===== src/rtl/n1_sagu.sv =====
// Stack address generation unit: arbitrates PS/RS push/pull requests, runs the
// matching pipelined Wishbone access on the shared stack RAM and steers the DSP pointers.
module n1_sagu #(
    parameter int unsigned SP_WIDTH = 12
) (
    input  logic                clk_i,
    input  logic                sync_rst_i,

    input  logic                ps_push_req_i,
    input  logic                ps_pull_req_i,
    input  logic [15:0]         ps_push_data_i,
    output logic                ps_ack_o,
    output logic                ps_err_o,
    output logic [15:0]         ps_pull_data_o,

    input  logic                rs_push_req_i,
    input  logic                rs_pull_req_i,
    input  logic [15:0]         rs_push_data_i,
    output logic                rs_ack_o,
    output logic                rs_err_o,
    output logic [15:0]         rs_pull_data_o,

    input  logic                fc2sagu_ps_rst_i,
    input  logic                fc2sagu_rs_rst_i,

    input  logic [SP_WIDTH-1:0] dsp2sagu_psp_next_i,
    input  logic [SP_WIDTH-1:0] dsp2sagu_rsp_next_i,

    output logic                sagu2dsp_psp_hold_o,
    output logic                sagu2dsp_psp_op_sel_o,
    output logic [SP_WIDTH-1:0] sagu2dsp_psp_offs_o,
    output logic [SP_WIDTH-1:0] sagu2dsp_psp_load_val_o,
    output logic                sagu2dsp_rsp_hold_o,
    output logic                sagu2dsp_rsp_op_sel_o,
    output logic [SP_WIDTH-1:0] sagu2dsp_rsp_offs_o,
    output logic [SP_WIDTH-1:0] sagu2dsp_rsp_load_val_o,

    output logic                sbus_cyc_o,
    output logic                sbus_stb_o,
    output logic                sbus_we_o,
    output logic [SP_WIDTH-1:0] sbus_adr_o,
    output logic [15:0]         sbus_dat_o,
    input  logic                sbus_ack_i,
    input  logic                sbus_stall_i,
    input  logic [15:0]         sbus_dat_i
);

    localparam int unsigned SPW1 = SP_WIDTH + 1;

    typedef enum logic [1:0] {IDLE, ADR, WAIT, ACK} state_t;

    state_t                state_q, state_d;
    logic                  rs_sel_q, rs_sel_d;
    logic                  push_q, push_d;
    logic                  cyc_q, cyc_d, stb_q, stb_d, we_q, we_d;
    logic [SP_WIDTH-1:0]   adr_q, adr_d;
    logic [15:0]           dat_q, dat_d;
    logic                  ps_ack_q, ps_ack_d, ps_err_q, ps_err_d;
    logic                  rs_ack_q, rs_ack_d, rs_err_q, rs_err_d;
    logic [15:0]           ps_pull_q, ps_pull_d, rs_pull_q, rs_pull_d;

    logic                  full_c, ps_empty_c, rs_empty_c, bus_done_c;

    assign full_c     = (SPW1'(dsp2sagu_rsp_next_i) + SPW1'(1)) == SPW1'(dsp2sagu_psp_next_i);
    assign ps_empty_c = dsp2sagu_psp_next_i == '0;
    assign rs_empty_c = dsp2sagu_rsp_next_i == '1;
    assign bus_done_c = ((state_q == ADR) || (state_q == WAIT)) && sbus_ack_i;

    // Next-state, bus setup and combinational DSP pointer control
    always_comb begin
        state_d   = state_q;
        rs_sel_d  = rs_sel_q;
        push_d    = push_q;
        cyc_d     = cyc_q;
        stb_d     = stb_q;
        we_d      = we_q;
        adr_d     = adr_q;
        dat_d     = dat_q;
        ps_ack_d  = 1'b0;
        ps_err_d  = 1'b0;
        rs_ack_d  = 1'b0;
        rs_err_d  = 1'b0;
        ps_pull_d = ps_pull_q;
        rs_pull_d = rs_pull_q;

        sagu2dsp_psp_hold_o     = 1'b1;
        sagu2dsp_psp_op_sel_o   = 1'b0;
        sagu2dsp_psp_offs_o     = '0;
        sagu2dsp_psp_load_val_o = '0;
        sagu2dsp_rsp_hold_o     = 1'b1;
        sagu2dsp_rsp_op_sel_o   = 1'b0;
        sagu2dsp_rsp_offs_o     = '0;
        sagu2dsp_rsp_load_val_o = '0;

        case (state_q)
            IDLE: begin
                if (fc2sagu_ps_rst_i || fc2sagu_rs_rst_i) begin
                    if (fc2sagu_ps_rst_i) begin
                        sagu2dsp_psp_hold_o     = 1'b0;
                        sagu2dsp_psp_op_sel_o   = 1'b1;
                        sagu2dsp_psp_load_val_o = '0;
                    end
                    if (fc2sagu_rs_rst_i) begin
                        sagu2dsp_rsp_hold_o     = 1'b0;
                        sagu2dsp_rsp_op_sel_o   = 1'b1;
                        sagu2dsp_rsp_load_val_o = '1;
                    end
                end else if (rs_push_req_i || rs_pull_req_i) begin
                    rs_sel_d = 1'b1;
                    push_d   = rs_push_req_i;
                    if (rs_push_req_i ? full_c : rs_empty_c) begin
                        state_d  = ACK;
                        rs_ack_d = 1'b1;
                        rs_err_d = 1'b1;
                    end else begin
                        state_d = ADR;
                        cyc_d   = 1'b1;
                        stb_d   = 1'b1;
                        we_d    = rs_push_req_i;
                        adr_d   = rs_push_req_i ? dsp2sagu_rsp_next_i
                                                : dsp2sagu_rsp_next_i + SP_WIDTH'(1);
                        if (rs_push_req_i) dat_d = rs_push_data_i;
                    end
                end else if (ps_push_req_i || ps_pull_req_i) begin
                    rs_sel_d = 1'b0;
                    push_d   = ps_push_req_i;
                    if (ps_push_req_i ? full_c : ps_empty_c) begin
                        state_d  = ACK;
                        ps_ack_d = 1'b1;
                        ps_err_d = 1'b1;
                    end else begin
                        state_d = ADR;
                        cyc_d   = 1'b1;
                        stb_d   = 1'b1;
                        we_d    = ps_push_req_i;
                        adr_d   = ps_push_req_i ? dsp2sagu_psp_next_i
                                                : dsp2sagu_psp_next_i - SP_WIDTH'(1);
                        if (ps_push_req_i) dat_d = ps_push_data_i;
                    end
                end
            end
            ADR: begin
                if (!sbus_stall_i) begin
                    stb_d   = 1'b0;
                    state_d = WAIT;
                end
            end
            WAIT: ;
            ACK: state_d = IDLE;
            default: state_d = IDLE;
        endcase

        // Bus acknowledge completes the access regardless of the stall phase
        if (bus_done_c) begin
            state_d = ACK;
            cyc_d   = 1'b0;
            stb_d   = 1'b0;
            if (rs_sel_q) begin
                rs_ack_d            = 1'b1;
                sagu2dsp_rsp_hold_o = 1'b0;
                sagu2dsp_rsp_offs_o = push_q ? '1 : SP_WIDTH'(1);
                if (!push_q) rs_pull_d = sbus_dat_i;
            end else begin
                ps_ack_d            = 1'b1;
                sagu2dsp_psp_hold_o = 1'b0;
                sagu2dsp_psp_offs_o = push_q ? SP_WIDTH'(1) : '1;
                if (!push_q) ps_pull_d = sbus_dat_i;
            end
        end
    end

    always_ff @(posedge clk_i) begin
        if (sync_rst_i) begin
            state_q   <= IDLE;
            rs_sel_q  <= 1'b0;
            push_q    <= 1'b0;
            cyc_q     <= 1'b0;
            stb_q     <= 1'b0;
            we_q      <= 1'b0;
            adr_q     <= '0;
            dat_q     <= '0;
            ps_ack_q  <= 1'b0;
            ps_err_q  <= 1'b0;
            rs_ack_q  <= 1'b0;
            rs_err_q  <= 1'b0;
            ps_pull_q <= '0;
            rs_pull_q <= '0;
        end else begin
            state_q   <= state_d;
            rs_sel_q  <= rs_sel_d;
            push_q    <= push_d;
            cyc_q     <= cyc_d;
            stb_q     <= stb_d;
            we_q      <= we_d;
            adr_q     <= adr_d;
            dat_q     <= dat_d;
            ps_ack_q  <= ps_ack_d;
            ps_err_q  <= ps_err_d;
            rs_ack_q  <= rs_ack_d;
            rs_err_q  <= rs_err_d;
            ps_pull_q <= ps_pull_d;
            rs_pull_q <= rs_pull_d;
        end
    end

    assign sbus_cyc_o     = cyc_q;
    assign sbus_stb_o     = stb_q;
    assign sbus_we_o      = we_q;
    assign sbus_adr_o     = adr_q;
    assign sbus_dat_o     = dat_q;
    assign ps_ack_o       = ps_ack_q;
    assign ps_err_o       = ps_err_q;
    assign rs_ack_o       = rs_ack_q;
    assign rs_err_o       = rs_err_q;
    assign ps_pull_data_o = ps_pull_q;
    assign rs_pull_data_o = rs_pull_q;

endmodule


===== config.mk =====
export PLATFORM = sky130hd
export DESIGN_NAME = n1_sagu
export DESIGN_NICKNAME = d
export VERILOG_FILES = /design/src/rtl/n1_sagu.sv
export SDC_FILE = /design/constraint.sdc
export NUM_CORES = 1
export LEC_CHECK = 0
export ABC_AREA = 1
export CAP_MARGIN = 20
export CORE_UTILIZATION = 43
export CTS_BUF_LIST = sky130_fd_sc_hd__clkbuf_4 sky130_fd_sc_hd__clkbuf_8
export CTS_CLUSTER_SIZE = 30
export DETAILED_ROUTE_END_ITERATION = 6
export PLACE_DENSITY = 0.83
export SLEW_MARGIN = 10
export SYNTH_ARGS = -nofsm -noshare
export SYNTH_HDL_FRONTEND = slang
export SYNTH_SLANG_ARGS = --single-unit

===== constraint.sdc =====
create_clock -name clk_i -period 3.15 [get_ports clk_i]
set_input_delay 0.63 -clock clk_i [delete_from_list [all_inputs] [get_ports clk_i]]
set_output_delay 0.63 -clock clk_i [all_outputs]
set_load 0.02 [all_outputs]

# Word-level counts from Yosys, hierarchy flattened
# Cells that the tools add are included.
# op_classes
n_addsub,3
bitwise_logic,3
eq_ne,16
mux,75
reduce_logical,19
# ops
operator,n
$mux 12,15
$mux 16,6
$mux 1,45
$ne 3x3->1 const B,5
$mux 2,7
$add 12x1->13 const B,1
$eq 13x12->1,1
$add 12x1->12 const B,1
$eq 12x12->1 const B,1
$logic_not 12->1,1
$sub 12x1->12 const B,1
$ne 2x2->1 const B,5
$reduce_and 3->1,3
$reduce_and 7->1,1
$pmux 2 s3,1
$reduce_and 6->1,1
$reduce_bool 2->1,3
$reduce_and 5->1,1
$eq 2x2->1 const B,2
$logic_or 1x1->1,4
$ne 4x4->1 const B,1
$reduce_and 4->1,1
$reduce_bool 4->1,1
$not 1->1,3
other kinds (5),5
# totals
register_bits,71
output_inout_bits,119
in_bits,82
wordCells,130

# Depth between registers and ports, before layout
# depth
ltp_word,10
depth_mapped,18
depth_no_buf,18

# Worst setup path before layout
# OpenSTA, ideal clock, no wires.
# synth_timing
path_kind,reg-to-output
start,register state_q[0]
end,output port sagu2dsp_psp_offs_o[10]
required_ns,2.520
path_buffers,2
path_slack_ns,0.120
arrival_ns,2.400
stages_incl_launch_ff,9
cell_sequence,dfxtp_1 -> inv_1 -> ha_1 -> nand2_1 -> nor2_1 -> nand2_1 -> clkinv_1 -> buf_1 -> buf_4
# synth_via
elab_chain_cells,4
word_cells_on_any_way,5
classes_between,2 x eq/ne; 1 x mux; 2 x reduce/logical
# synth_rtl
item,line,text
start: declaration,52,"state_t state_q, state_d;"
start signal: assignment,189,state_q <= state_d;
$eq 2x1->1 or $eq 2x2->1 (tied branches),67,assign bus_done_c = ((state_q == ADR) || (state_q == WAIT)) && sbus_ack_i;
$logic_or 1x1->1 *,67,
$logic_and 1x1->1 *,67,
$mux 12 *,154,if (bus_done_c) begin
end: declaration,31,"output logic [SP_WIDTH-1:0] sagu2dsp_psp_offs_o,"
# Mark *: on every way between the ends. The rest lies on a longest branch, timed or not.

# Worst setup path in the final report
# layout_timing
start,input port sbus_ack_i
end,output port sagu2dsp_psp_offs_o[11]
# layout_via
elab_chain_cells,2
# layout_rtl
item,line,text
start: declaration,43,"input logic sbus_ack_i,"
$logic_and 1x1->1,67,
$mux 12,154,
# No other way between the ends.

==> impl_metrics.py <==
metrics = {
    "status": {
        "status": "completed",
    },
    "placement": {
        "io_buffer_count": 188,
        "dp_hpwl_mm": 11.0,
        "place_ws_ns": -0.139,
        "routabilityCongestion": 1.07,
    },
    "floorplan": {
        "io_pins": 201,
        "start_util": 0.449,
        "die_h_um": 103,
        "die_x_um": 103,
        "design.die.area_um2": 10700,
        "core_area_um2": 9860,
        "num_rows": 36,
    },
    "clock_tree": {
        "clockRootBuffer": "clkbuf_8",
        "cts_hold_buf": 0,
        "cts_tree": "built",
        "cts_buffer_depth": 2,
        "cts-resized-gates": 0,
        "postCtsSetupBuffers": 0,
        "clock_sinks": 71,
        "clk_pin_slew_worst_paths_ns": 0.07,
        "clkLatencyLatePin_ns": 0.34,
        "numCtsBuffers": 9,
        "htreeDepth": 3,
    },
    "global_routing": {
        "grt_pass1_wl_mm": 21.5,
        "grt.met3_usage": 0.0746,
        "grtUsageMet1": 0.299,
        "met2_usage": 0.461,
        "grt_max_degree": 39,
        "globalRouteTotalUtil": 0.262,
        "grt.busiest_layer": "met2",
        "grt-ovfl-total": 0,
        "grt_pass1_vias": 4665,
        "antenna_found_initial": 0,
    },
    "detailed_routing": {
        "wl_per_cell_um": 14.3,
        "drc": 0,
        "drt-initial-drc-count": 360,
        "viasPerCell": 5.17,
        "vias": 5154,
        "wl_mm": 14.2,
        "ant_nets": 0,
        "first_pass_iters": 6,
    },
    "synthesis": {
        "synth_ff_type": "dfxtp_1",
        "synth_edf_count": 0,
        "yosysUniqueCellTypes": 38,
        "ys_ff_latch": 71,
        "synth_area_leaders": "dfxtp_1 (32%), nand2_1 (16%), nor2_1 (8.8%)",
        "synthCells": 696,
        "ys_top_cells_by_count": "nand2_1 (185), nor2_1 (104), dfxtp_1 (71)",
        "synthArstFlopShare": 0,
        "avgSynthCellArea_um2": 6.36,
        "synth_top_area_cell": "dfxtp_1",
        "synth.most_common_cell": "nand2_1",
        "yosysSeqAreaShare": 0.321,
        "synthesis.area_um2": 4430,
        "ys.warnings.count": 0,
        "yosys.area.top_type_share": 0.321,
    },
    "worst_setup_path": {
        "critPathMaxStageDelay_ns": 0.66,
        "reg2reg_slack_ns": 1.03,
        "start_kind": "primary input",
        "regToRegStartpoint": "state_q[0]",
        "path_cells": "clkdlybuf4s50_1 -> nand2_1 -> nor2_1 -> nand2_1 -> clkinvlp_4 -> clkdlybuf4s50_1",
        "cp-end-kind": "output port",
        "path_max_fanout": 15,
        "worstPathRequired_ns": 2.52,
        "r2r_end": "rs_pull_data_o[13]",
        "crit_slowest_cell": "clkdlybuf4s50_1",
        "cp.arrival_ns": 2.35,
        "rr_worst_depth": 11,
        "path_class": "in2out",
    },
    "sta": {
        "max_freq_ghz": 0.335,
        "fin_skew_ns": 0.00634,
        "setup-tns-final_ns": 0,
        "rsz0062_at_grt": "no",
        "holdWs_ns": 0.462,
        "final-setup-viol-count": 0,
        "min_period_over_period": 0.947,
        "drv_slew": 0,
        "period_needed_ns": 2.98,
        "max_slew.worst_pin.slew_ns": 0.898,
        "fin_ws_ns": 0.166,
        "hold_violations": 0,
        "slew_headroom": 0.401,
    },
    "layout": {
        "area.growth.synth_to_final_pct": 45.3,
        "post-route-util": 0.652,
        "num_antenna_cells": 0,
        "finalNetCount": 946,
        "layout-drive-gt1-share": 0.0637,
    },
    "hold_path": {
        "hold_depth": 2,
        "hold_end": "sbus_dat_o[2]",
        "hold_class": "reg2reg",
        "hold_start": "sbus_dat_o[2]",
    },
    "power_and_ir_drop": {
        "leakage_nw": 2.78,
        "ir_worst_vdd_uv": 326,
        "powerDensity_nw_per_um2": 561,
        "power_mw": 3.61,
    },
    "flow_run": {
        "cap_violations": 0,
    },
}
## worst max-delay path by stage
stage,from,to,depth (start not counted)
3_3_place_gp,dsp2sagu_rsp_next_i[0],sbus_adr_o[11],16
2_1_floorplan,state_q[0],sagu2dsp_psp_offs_o[10],8
3_5_place_dp,dsp2sagu_rsp_next_i[0],sbus_adr_o[11],16
4_1_cts,state_q[0],sagu2dsp_psp_offs_o[11],7
6_report,sbus_ack_i,sagu2dsp_psp_offs_o[11],6
5_1_grt,dsp2sagu_rsp_next_i[0],sbus_adr_o[5],15
## cell type report
cell class / instances / area, um2
sequential: 71 / 1420
multi-input combinational: 504 / 2350
clock inverter: 7 / 72.6
clock buffer: 9 / 124
tap: 133 / 166
fill: 854 / 3430
timing repair buffer: 212 / 2060
inverter: 61 / 233
## worst max-delay path: cells and delay by family
kind / cells / cell delay (ns)
buffers and inverters: 3 / 1.38
and+or+nand+nor: 3 / 0.35
## routing by layer
layer / vias to the layer above / routed length [um]
met4: 0 / 469
li1: 2533 / -
met2: 275 / 6900
met5: - / 0
met1: 2301 / 5510
met3: 45 / 1340
## cells by family (layout without fill, tap and decap cells)
logic type,count (synthesis),in the layout,synth area share
and+or+nand+nor,380,380,0.367
DFF,71,71,0.321
AOI/OAI and AO/OA,104,104,0.131
other,1,12,0.000847
xor gates and xnor gates,3,3,0.00594
adders and majority gates,5,5,0.0141
buffers and inverters,132,289,0.159
## registers in the layout, summed over array words and instances, names as in the netlist
signal / flops
ps_pull_data_o: 16
rs_pull_data_o: 16
sbus_dat_o: 16
sbus_adr_o: 12
state_q: 2
ps_ack_o: 1
ps_err_o: 1
push_q: 1
rs_ack_o: 1
rs_err_o: 1
rs_sel_q: 1
sbus_cyc_o: 1
sbus_stb_o: 1
sbus_we_o: 1
## power by group
part           switching (mW)  internal (mW)
sequential             0.0879           1.05
clock                   0.351          0.366
combinational           0.975          0.778
## placed cells by master, fill, tap and decap left out, types with 2 or more instances in the layout
| cell type | instances |
|---|---|
| clkdlybuf4s50_1 | 188 |
| nand2_1 | 185 |
| nor2_1 | 104 |
| dfxtp_1 | 71 |
| inv_1 | 59 |
| nand3_1 | 45 |
| o21ai_0 | 44 |
| a21oi_1 | 40 |
| nand4_1 | 30 |
| buf_4 | 24 |
| conb_1 | 12 |
| clkbuf_8 | 9 |
| o221ai_1 | 8 |
| ha_1 | 5 |
| nor3_1 | 4 |
| clkinvlp_4 | 3 |
| nand2_2 | 3 |
| nor2_4 | 2 |
| xor2_1 | 2 |
| o21ai_1 | 2 |
| nor2_2 | 2 |
| nand3_4 | 2 |
| a31oi_1 | 2 |
| clkinv_2 | 2 |
## metrics by stage
step	cells	cell area, um2
3_3_place_gp	981	6220
4_1_cts	997	6420
5_1_grt	997	6430
3_5_place_dp	981	6220
2_1_floorplan	707	4470
6_report	997	6430
Note: power is estimated with default switching activity, not from simulation.
